## src/rtl/anffl_mem_rd_responder_if.sv

```systemverilog
// Memory read port between a client (TEX etc.) and the read responder.
// ANFFL_MEM_RD_RANGE_ERR_EN adds mem_rd_err to the response side.
interface anffl_mem_rd_responder_if;
    logic        mem_rd_req;
    logic [31:0] mem_rd_addr;
    logic [1:0]  mem_rd_len;
    logic        mem_rd_ready;
    logic        mem_rd_valid;
    logic [31:0] mem_rd_data;
    logic        mem_rd_last;
    logic        mem_rd_accept;
`ifdef ANFFL_MEM_RD_RANGE_ERR_EN
    logic        mem_rd_err;

    modport master (
        output mem_rd_req, mem_rd_addr, mem_rd_len, mem_rd_accept,
        input  mem_rd_ready, mem_rd_valid, mem_rd_data, mem_rd_last, mem_rd_err
    );
    modport slave (
        input  mem_rd_req, mem_rd_addr, mem_rd_len, mem_rd_accept,
        output mem_rd_ready, mem_rd_valid, mem_rd_data, mem_rd_last, mem_rd_err
    );
`else
    modport master (
        output mem_rd_req, mem_rd_addr, mem_rd_len, mem_rd_accept,
        input  mem_rd_ready, mem_rd_valid, mem_rd_data, mem_rd_last
    );
    modport slave (
        input  mem_rd_req, mem_rd_addr, mem_rd_len, mem_rd_accept,
        output mem_rd_ready, mem_rd_valid, mem_rd_data, mem_rd_last
    );
`endif
endinterface

```

## src/rtl/anffl_mem_rd_responder.sv

```systemverilog
// Memory-read responder: 1-4 word bursts from a fixed-latency SRAM, credit-throttled FIFO.
// Optional ANFFL_MEM_RD_RANGE_ERR_EN: out-of-range requests return zero beats flagged mem_rd_err.
module anffl_mem_rd_responder #(
    parameter int unsigned ADDR_W    = 14,
    parameter int unsigned SRAM_LAT  = 2,
    parameter int unsigned BUF_DEPTH = 4
) (
    input  logic                  clk,
    input  logic                  reset,
    anffl_mem_rd_responder_if.slave memRd,
    output logic                  sram_en,
    output logic [ADDR_W-1:0]     sram_addr,
    input  logic [31:0]           sram_rdata
);
    localparam int unsigned PTR_W = $clog2(BUF_DEPTH);
    localparam int unsigned CNT_W = $clog2(BUF_DEPTH + 1);
    localparam int unsigned OCC_W = $clog2(BUF_DEPTH + SRAM_LAT + 1);

    typedef enum logic [1:0] {IDLE, ISSUE, DRAIN} stateT;
    stateT state, stateNext;

    logic                readyQ;
    logic [ADDR_W-1:0]   baseQ;
    logic [1:0]          lenQ;
    logic                errQ;
    logic [1:0]          issueCnt;
    logic [1:0]          retireCnt;
    logic [SRAM_LAT-1:0] tagPipe;

    logic [31:0]         fifoMem [BUF_DEPTH];
    logic [PTR_W-1:0]    wrPtr, rdPtr;
    logic [CNT_W-1:0]    fifoCount;

    logic                reqTaken, retire, issue, push, rangeErr, hasCredit, headValid;
    logic [OCC_W-1:0]    inFlight, occupancy;
    logic [31:0]         pushData;
    logic                unusedAddrBits;

    function automatic logic [PTR_W-1:0] ptrInc(input logic [PTR_W-1:0] p);
        return (p == PTR_W'(BUF_DEPTH - 1)) ? '0 : p + 1'b1;
    endfunction

    assign reqTaken = memRd.mem_rd_req & readyQ;
    assign headValid = (fifoCount != '0);
    assign retire = headValid & memRd.mem_rd_accept;
    assign unusedAddrBits = ^{memRd.mem_rd_addr[1:0], memRd.mem_rd_addr[31:ADDR_W+2]};

`ifdef ANFFL_MEM_RD_RANGE_ERR_EN
    assign rangeErr = |memRd.mem_rd_addr[31:ADDR_W+2];
    assign memRd.mem_rd_err = headValid & errQ;
`else
    assign rangeErr = 1'b0;
`endif

    // Credit counts FIFO entries plus reads still in the SRAM pipe so a return always has a slot.
    always_comb begin
        inFlight = '0;
        for (int unsigned i = 0; i < SRAM_LAT; i++) begin
            inFlight = inFlight + OCC_W'(tagPipe[i]);
        end
        occupancy = OCC_W'(fifoCount) + inFlight;
        hasCredit = (occupancy < OCC_W'(BUF_DEPTH));
    end

    always_comb begin
        stateNext = state;
        issue     = 1'b0;
        case (state)
            IDLE: begin
                if (reqTaken) stateNext = ISSUE;
            end
            ISSUE: begin
                issue = hasCredit;
                if (issue && issueCnt == lenQ) stateNext = DRAIN;
            end
            DRAIN: begin
                if (retire && retireCnt == lenQ) stateNext = IDLE;
            end
            default: stateNext = IDLE;
        endcase
    end

    assign sram_en   = issue & ~errQ;
    assign sram_addr = baseQ + ADDR_W'(issueCnt);
    assign push      = tagPipe[SRAM_LAT-1] | (issue & errQ);
    assign pushData  = errQ ? '0 : sram_rdata;

    always_ff @(posedge clk or posedge reset) begin
        if (reset) begin
            state     <= IDLE;
            readyQ    <= 1'b0;
            baseQ     <= '0;
            lenQ      <= '0;
            errQ      <= 1'b0;
            issueCnt  <= '0;
            retireCnt <= '0;
            tagPipe   <= '0;
            wrPtr     <= '0;
            rdPtr     <= '0;
            fifoCount <= '0;
        end else begin
            state  <= stateNext;
            readyQ <= (stateNext == IDLE);
            if (reqTaken) begin
                baseQ     <= memRd.mem_rd_addr[ADDR_W+1:2];
                lenQ      <= memRd.mem_rd_len;
                errQ      <= rangeErr;
                issueCnt  <= '0;
                retireCnt <= '0;
            end else begin
                if (issue)  issueCnt  <= issueCnt + 1'b1;
                if (retire) retireCnt <= retireCnt + 1'b1;
            end
            tagPipe[0] <= sram_en;
            for (int unsigned i = 1; i < SRAM_LAT; i++) begin
                tagPipe[i] <= tagPipe[i-1];
            end
            if (push)   wrPtr <= ptrInc(wrPtr);
            if (retire) rdPtr <= ptrInc(rdPtr);
            case ({push, retire})
                2'b10:   fifoCount <= fifoCount + 1'b1;
                2'b01:   fifoCount <= fifoCount - 1'b1;
                default: fifoCount <= fifoCount;
            endcase
        end
    end

    always_ff @(posedge clk) begin
        if (push) fifoMem[wrPtr] <= pushData;
    end

    assign memRd.mem_rd_ready = readyQ;
    assign memRd.mem_rd_valid = headValid;
    assign memRd.mem_rd_data  = headValid ? fifoMem[rdPtr] : '0;
    assign memRd.mem_rd_last  = headValid & (retireCnt == lenQ);
endmodule

```

## src/flat_wrapper.sv

```systemverilog
// flat-port wrapper written by rule: the top's interface ports become plain ports
module anffl_mem_rd_responder_flat 
#(
    parameter int unsigned ADDR_W    = 14,
    parameter int unsigned SRAM_LAT  = 2,
    parameter int unsigned BUF_DEPTH = 4
)
  (clk, reset, sram_en, sram_addr, sram_rdata, memRd_mem_rd_req, memRd_mem_rd_addr, memRd_mem_rd_len, memRd_mem_rd_accept, memRd_mem_rd_ready, memRd_mem_rd_valid, memRd_mem_rd_data, memRd_mem_rd_last);
  anffl_mem_rd_responder_if memRd_i ();
  input  logic clk;
  input  logic reset;
  output logic sram_en;
  output logic [ADDR_W-1:0] sram_addr;
  input  logic [31:0] sram_rdata;
  input wire logic [$bits(memRd_i.mem_rd_req)-1:0] memRd_mem_rd_req;
  input wire logic [$bits(memRd_i.mem_rd_addr)-1:0] memRd_mem_rd_addr;
  input wire logic [$bits(memRd_i.mem_rd_len)-1:0] memRd_mem_rd_len;
  input wire logic [$bits(memRd_i.mem_rd_accept)-1:0] memRd_mem_rd_accept;
  output wire logic [$bits(memRd_i.mem_rd_ready)-1:0] memRd_mem_rd_ready;
  output wire logic [$bits(memRd_i.mem_rd_valid)-1:0] memRd_mem_rd_valid;
  output wire logic [$bits(memRd_i.mem_rd_data)-1:0] memRd_mem_rd_data;
  output wire logic [$bits(memRd_i.mem_rd_last)-1:0] memRd_mem_rd_last;
  assign memRd_i.mem_rd_req = memRd_mem_rd_req;
  assign memRd_i.mem_rd_addr = memRd_mem_rd_addr;
  assign memRd_i.mem_rd_len = memRd_mem_rd_len;
  assign memRd_i.mem_rd_accept = memRd_mem_rd_accept;
  assign memRd_mem_rd_ready = memRd_i.mem_rd_ready;
  assign memRd_mem_rd_valid = memRd_i.mem_rd_valid;
  assign memRd_mem_rd_data = memRd_i.mem_rd_data;
  assign memRd_mem_rd_last = memRd_i.mem_rd_last;
  anffl_mem_rd_responder #(.ADDR_W(ADDR_W), .SRAM_LAT(SRAM_LAT), .BUF_DEPTH(BUF_DEPTH)) u_core (.clk(clk), .reset(reset), .memRd(memRd_i), .sram_en(sram_en), .sram_addr(sram_addr), .sram_rdata(sram_rdata));
endmodule
```

## config.mk

```make
export PLATFORM = sky130hd
export DESIGN_NAME = anffl_mem_rd_responder_flat
export DESIGN_NICKNAME = d
export VERILOG_FILES = /design/src/rtl/anffl_mem_rd_responder_if.sv /design/src/rtl/anffl_mem_rd_responder.sv /design/src/flat_wrapper.sv
export SDC_FILE = /design/constraint.sdc
export NUM_CORES = 1
export LEC_CHECK = 0
export ABC_CLOCK_PERIOD_IN_PS = 2950
export CAP_MARGIN = 20
export CORE_ASPECT_RATIO = 2
export CORE_MARGIN = 5
export CORE_UTILIZATION = 25
export DETAILED_ROUTE_END_ITERATION = 10
export GPL_TIMING_DRIVEN = 0
export PLACE_DENSITY_LB_ADDON = 0.2
export SYNTH_ARGS = -nofsm -noshare
export SYNTH_HDL_FRONTEND = slang
export SYNTH_SLANG_ARGS = --single-unit
```

## constraint.sdc

```tcl
create_clock -name clk -period 2.95 [get_ports clk]
set_clock_uncertainty 0.05 [all_clocks]
set_input_delay 0.59 -clock clk [delete_from_list [all_inputs] [get_ports clk]]
set_output_delay 0.59 -clock clk [all_outputs]
set_load 0.05 [all_outputs]
```

After elaboration in Yosys (flattened, before gate mapping). Memory sizes are Yosys's and may differ from the RTL's. Cells that the tools add are included.

Add/sub/neg operators: 9. Multiply operators: 0. Divide/modulo/power cells: 0. $lt $le $gt $ge: 1. Equal/unequal tests: 8. Shift operators: 0. Mux-type cells: 15. Bitwise gates (word level): 3. Reductions and logical operators: 8.

Operators with widths (count): 2-to-1 mux 32 bit (1); 2-to-1 mux 2 bit (9); adder 14 x 2 -> 14 bit (1); adder 2 x 1 -> 2 bit (second input constant) (4); == test 2 bit (second input constant) (4); case mux 2 bit (3 select lines) (1); case mux 3 bit (2 select lines) (1); nonzero test 2 bit (3); == test 2 x 1 -> 1 bit (second input constant) (2); == test 2 bit (2); logical NOT 2 bit (2); adder 3 x 1 -> 3 bit (second input constant) (1); adder 3 bit (1); AND 1 bit (3); < comparator 3 bit (second input constant) (1); 2-to-1 mux 1 bit (3); nonzero test 3 bit (1); subtractor 3 x 1 -> 3 bit (second input constant) (1); adder 1 x 1 -> 2 bit (1); logical AND 1 bit (2).

Register bits: 32. Latch bits: 0. RAM bits: 128. ROM bits: 0. Input bits: 70. Output and inout bits: 50. Word-level logic and storage cells: 55. Memories: 1.

Memories: u_core.fifoMem (depth 4, bits a word 32, read ports 1, clocked after memory_dff 0, wr ports 1, line anffl_mem_rd_responder.sv:30) `logic [31:0] fifoMem [BUF_DEPTH];`.

Longest topological paths before layout. Gate-level depths: netlist (run 1).

Depth in word-level cells: 7. Gate-level depth with buffers: 10. Gate-level depth less buffers: 9.

Least setup slack after synthesis (run 1). OpenSTA, ideal clock, no wires.

Path kind: register to output. From: register u_core.issueCnt[0]. To: output sram_addr[10]. Arrival: 2.340 ns. Required time: 2.310 ns. Slack: -0.030 ns. Stages on the path, launching flop included: 8. Buffers on the path: 0. Cell sequence: dfrtp_1 -> ha_1 -> inv_1 -> fa_1 -> nand3b_1 -> nor2_1 -> nand4_1 -> xnor2_1.

Word-level cells in the longest chain between the ends: 1.

RTL lines: start, declared (line anffl_mem_rd_responder.sv:26) `logic [1:0] issueCnt;`; start signal, assigned (line anffl_mem_rd_responder.sv:111) `if (issue) issueCnt <= issueCnt + 1'b1;`; adder 14 x 2 -> 14 bit (line anffl_mem_rd_responder.sv:84) `assign sram_addr = baseQ + ADDR_W'(issueCnt);`; end, declared (line flat_wrapper.sv:13) `output logic [ADDR_W-1:0] sram_addr;`.

No other way between the ends.

Worst setup path in the final report (run 1). Same ends and word-level chain as after synthesis.

==> run summary, run 1 <==
outcome - finished with violations
failing checks - negative setup slack
met2 wire length - 8650 um
count of final setup violators - 2
LEAKAGE - 3.09 nW
FP Rows - 84
minimum clock period - 3.03 ns
global-route wire length before repair - 23300 um
most common cell after layout, fill and taps aside - edfxtp_1
deepest clock path buffer count - 2
Comb pwr share - 48.0%
Slew Viols, Final - 0
worst slew pin tran - 0.607 ns
DIE WIDTH - 125 um
syn_area_per_cell - 18.5 um2
prevailing post-synth register cell - edfxtp_1
drt pass-1 iters - 4
DP HPWL - 10600 um
cts-stage hold buffer count - 0
Slew headroom - 59.5%
Cell variety after synth - 37
vias in the first global route - 4041
via count - 3545
Initial DRC Count - 91
dpl cells - 805
Synth Area in Simple Gates - 6.32%
CTS sink count - 160
sequential share of the synthesized area - 70.6%
reg-to-reg slack, setup - 0.76 ns
H-tree depth - 4
antenna-violating nets left - 0
Highest Signal Layer - met5
GPL Wtd Cong - 0.720
final-report hold violation count - 0
Req. time, crit path - 2.31 ns
CP startpoint kind - flip-flop
WL met1 - 5150 um
clock slew at reported path FFs - 0.07 ns
FF+latch count, synth - 160
post-synthesis compound-gate area fraction - 1.45%
die height - 239 um
CP endpoint kind - output port
most frequent cells in the layout - edfxtp_1 (128), clkdlybuf4s50_1 (53), mux4_2 (32), and2_1 (32), dfrtp_1 (32)
hold path start - u_core.tagPipe[0]$_DFF_PP0_
Reg2Reg Launch Point - u_core.fifoCount[2]$_DFFE_PP0P_
largest net degree at the start of global routing - 22
layout cell share with drive strength beyond 1 - 32.2%
Switch Pwr - 0.00434 W
count of input and output buffers - 101
worst reg-to-reg path cell count - 10
Routed wire per std cell - 17.6 um
TritonCTS Buffers - 17
initial antenna violation count - 2
setup ws final - -0.0772 ns
hold-critical path endpoint - u_core.tagPipe[1]$_DFF_PP0_
EDFF count, synth - 128
async set-reset flop share out of synthesis - 20.0%
Total GRT Usage - 10.4%
met3 WL - 761 um
Clock Power Share - 20.6%
YS warnings - 0
internal power - 0.00595 W
CP max stage cell - dfrtp_1
Max Cap Viol - 0
critical path cell sequence - ha_2 -> inv_2 -> fa_2 -> nand3b_1 -> nor2_4 -> nand4_1 -> xnor2_2 -> buf_6
worst-path fanout max - 3
largest family of logic cells by synthesized area - multiplexers
CP peak stage delay - 0.38 ns
global-route congestion overflow total - 0
vias per cell - 4.21
Final Cycle Share - 103%
Top Ports - 120
switching fraction of total power - 42.2%
Die Area - 0.0298 mm2
Post-Syn Area - 0.00658 mm2
worst r2r dst - u_core.fifoCount[2]$_DFFE_PP0P_
Syn Inst Count - 355
CTS tree - built
DR DRC count - 0
synth-to-layout area growth - 33.5%
Synth Area in Adders - 2.51%
Net Count, Synth - 437
drt total wl - 14900 um
xor and xnor area share after synthesis - 2.93%
mux contribution to synthesized area - 14.2%
Hold Path Stages - 0
Initial Util - 25.1%
RSZ-0062 raised after global routing - yes
Crit Path Class - reg -> out
worst vdd ir - 0.861 mV
Flop pwr share - 31.5%
fin cells - 842
fmax - 0.330 GHz
clk_lat worst skew - 0.42 ns
nets@finish - 567
Clk Tree Root Cell - clkbuf_16
power per standard cell area - 1170 mW/mm2
critical path arrival - 2.39 ns
Core Area - 0.0262 mm2
HP Class - reg -> reg
Power Total - 0.0103 W
[power by group through the flow]
stage               clock, W  combinational [W]  sequential (W)
CTS                  0.00219            0.00503         0.00325
floorplan                  0            0.00350         0.00321
global route         0.00229            0.00526         0.00329
detailed placement         0            0.00517         0.00328
global placement           0            0.00506         0.00327
finish               0.00212            0.00493         0.00324
[registers in the layout, summed over array words and instances, names as in the netlist]
register	flops
u_core.fifoMem	128
u_core.baseQ	14
u_core.fifoCount	3
u_core.issueCnt	2
u_core.lenQ	2
u_core.rdPtr	2
u_core.retireCnt	2
u_core.state	2
u_core.tagPipe	2
u_core.wrPtr	2
u_core.memRd.mem_rd_ready	1
[metrics by stage]
stage	setup slack (ns)	cell area [um2]	setup TNS [ns]	hold WS, ns	util, %
after floorplan	0.0263	6590	0	0.307	-
after global placement	-0.477	8030	-1.91	0.311	30.7
after detailed placement	-0.509	8140	-2.08	0.322	31.1
after CTS	-0.152	8760	-0.329	0.340	33.5
after global routing	-0.197	8780	-0.444	0.364	33.5
final	-0.0772	8780	-0.0969	0.337	33.5
[cells in the mapped netlist, types with 2 or more instances]
cell	count	area share [%]
buf_6	4	0.69
nand2b_1	2	0.19
or3_1	2	0.19
mux2i_1	2	0.30
nand4_1	4	0.38
fa_1	2	0.61
xor2_1	9	1.2
o21ai_0	2	0.15
inv_1	11	0.63
nand2_1	11	0.63
xnor2_1	13	1.7
mux4_2	32	11
dfrtp_1	32	12
clkbuf_1	4	0.23
ha_1	10	1.9
nor2_1	4	0.23
buf_2	5	0.38
edfxtp_1	128	58
mux2_2	16	2.7
and2_1	36	3.4
nand3b_1	2	0.23
a21oi_1	5	0.38
nand3_1	5	0.38
[layer usage]
layer	GRT usage, %	vias up
li1	-	1622
met1	9.74	1816
met2	20.3	85
met3	3.66	20
met4	4.16	2
met5	0	-
[layout make-up]
| class | instances | area (um2) |
|---|---|---|
| Inverter | 12 | 45.0 |
| Clock buffer | 17 | 425 |
| Fill cell | 2527 | 17400 |
| Buffer | 12 | 100 |
| Timing Repair Buffer | 112 | 1130 |
| Tap cell | 344 | 430 |
| Clock inverter | 14 | 146 |
| Antenna cell | 1 | 2.50 |
| Multi-Input combinational cell | 170 | 1850 |
| Sequential cell | 160 | 4640 |
[worst max path at each step]
stage                                         startpoint       endpoint  slack [ns]  cells past startpoint
after floorplan           u_core.issueCnt[0]$_DFFE_PP0P_   sram_addr[8]        0.03                      7
after global placement    u_core.issueCnt[0]$_DFFE_PP0P_  sram_addr[10]       -0.48                      8
after detailed placement  u_core.issueCnt[0]$_DFFE_PP0P_  sram_addr[10]       -0.51                      8
after CTS                 u_core.issueCnt[0]$_DFFE_PP0P_  sram_addr[10]       -0.15                      8
after global routing      u_core.issueCnt[0]$_DFFE_PP0P_  sram_addr[10]       -0.20                      8
final                     u_core.issueCnt[0]$_DFFE_PP0P_  sram_addr[10]       -0.08                      8
[worst max-delay path: cells and delay by family (launching register included)]
family / cells / cell delay (ns)
xor+xnor: 1 / 0.19
fa+ha+maj: 2 / 0.54
buf+inv: 2 / 0.22
flops: 1 / 0.38
simple gates: 3 / 0.63
[cells by family (layout without fill, tap and decap cells)]
logic type                 after synthesis  after routing
DFF                                    160            160
and+or+nand+nor                         72             72
muxes                                   51             51
buffers and inverters                   25            167
xor gates and xnor gates                22             22
AOI/OAI and AO/OA                       13             13
adders and majority gates               12             12
other                                    0              1
[timing repair]
item	4_1_cts	5_1_grt
gates resized for setup	158	32
setup buffers	3	3
setup endpoints to repair	48	23
pin swaps	3	3
Power figures use the tool's default switching activity.
==> inputs of run 2 (changes only) <==
- CTS_CLUSTER_DIAMETER: unset -> 100
- CTS_CLUSTER_SIZE: unset -> 10
==> results of run 2 <==
The final DEF is identical to that of run 1; final timing and power are the same.
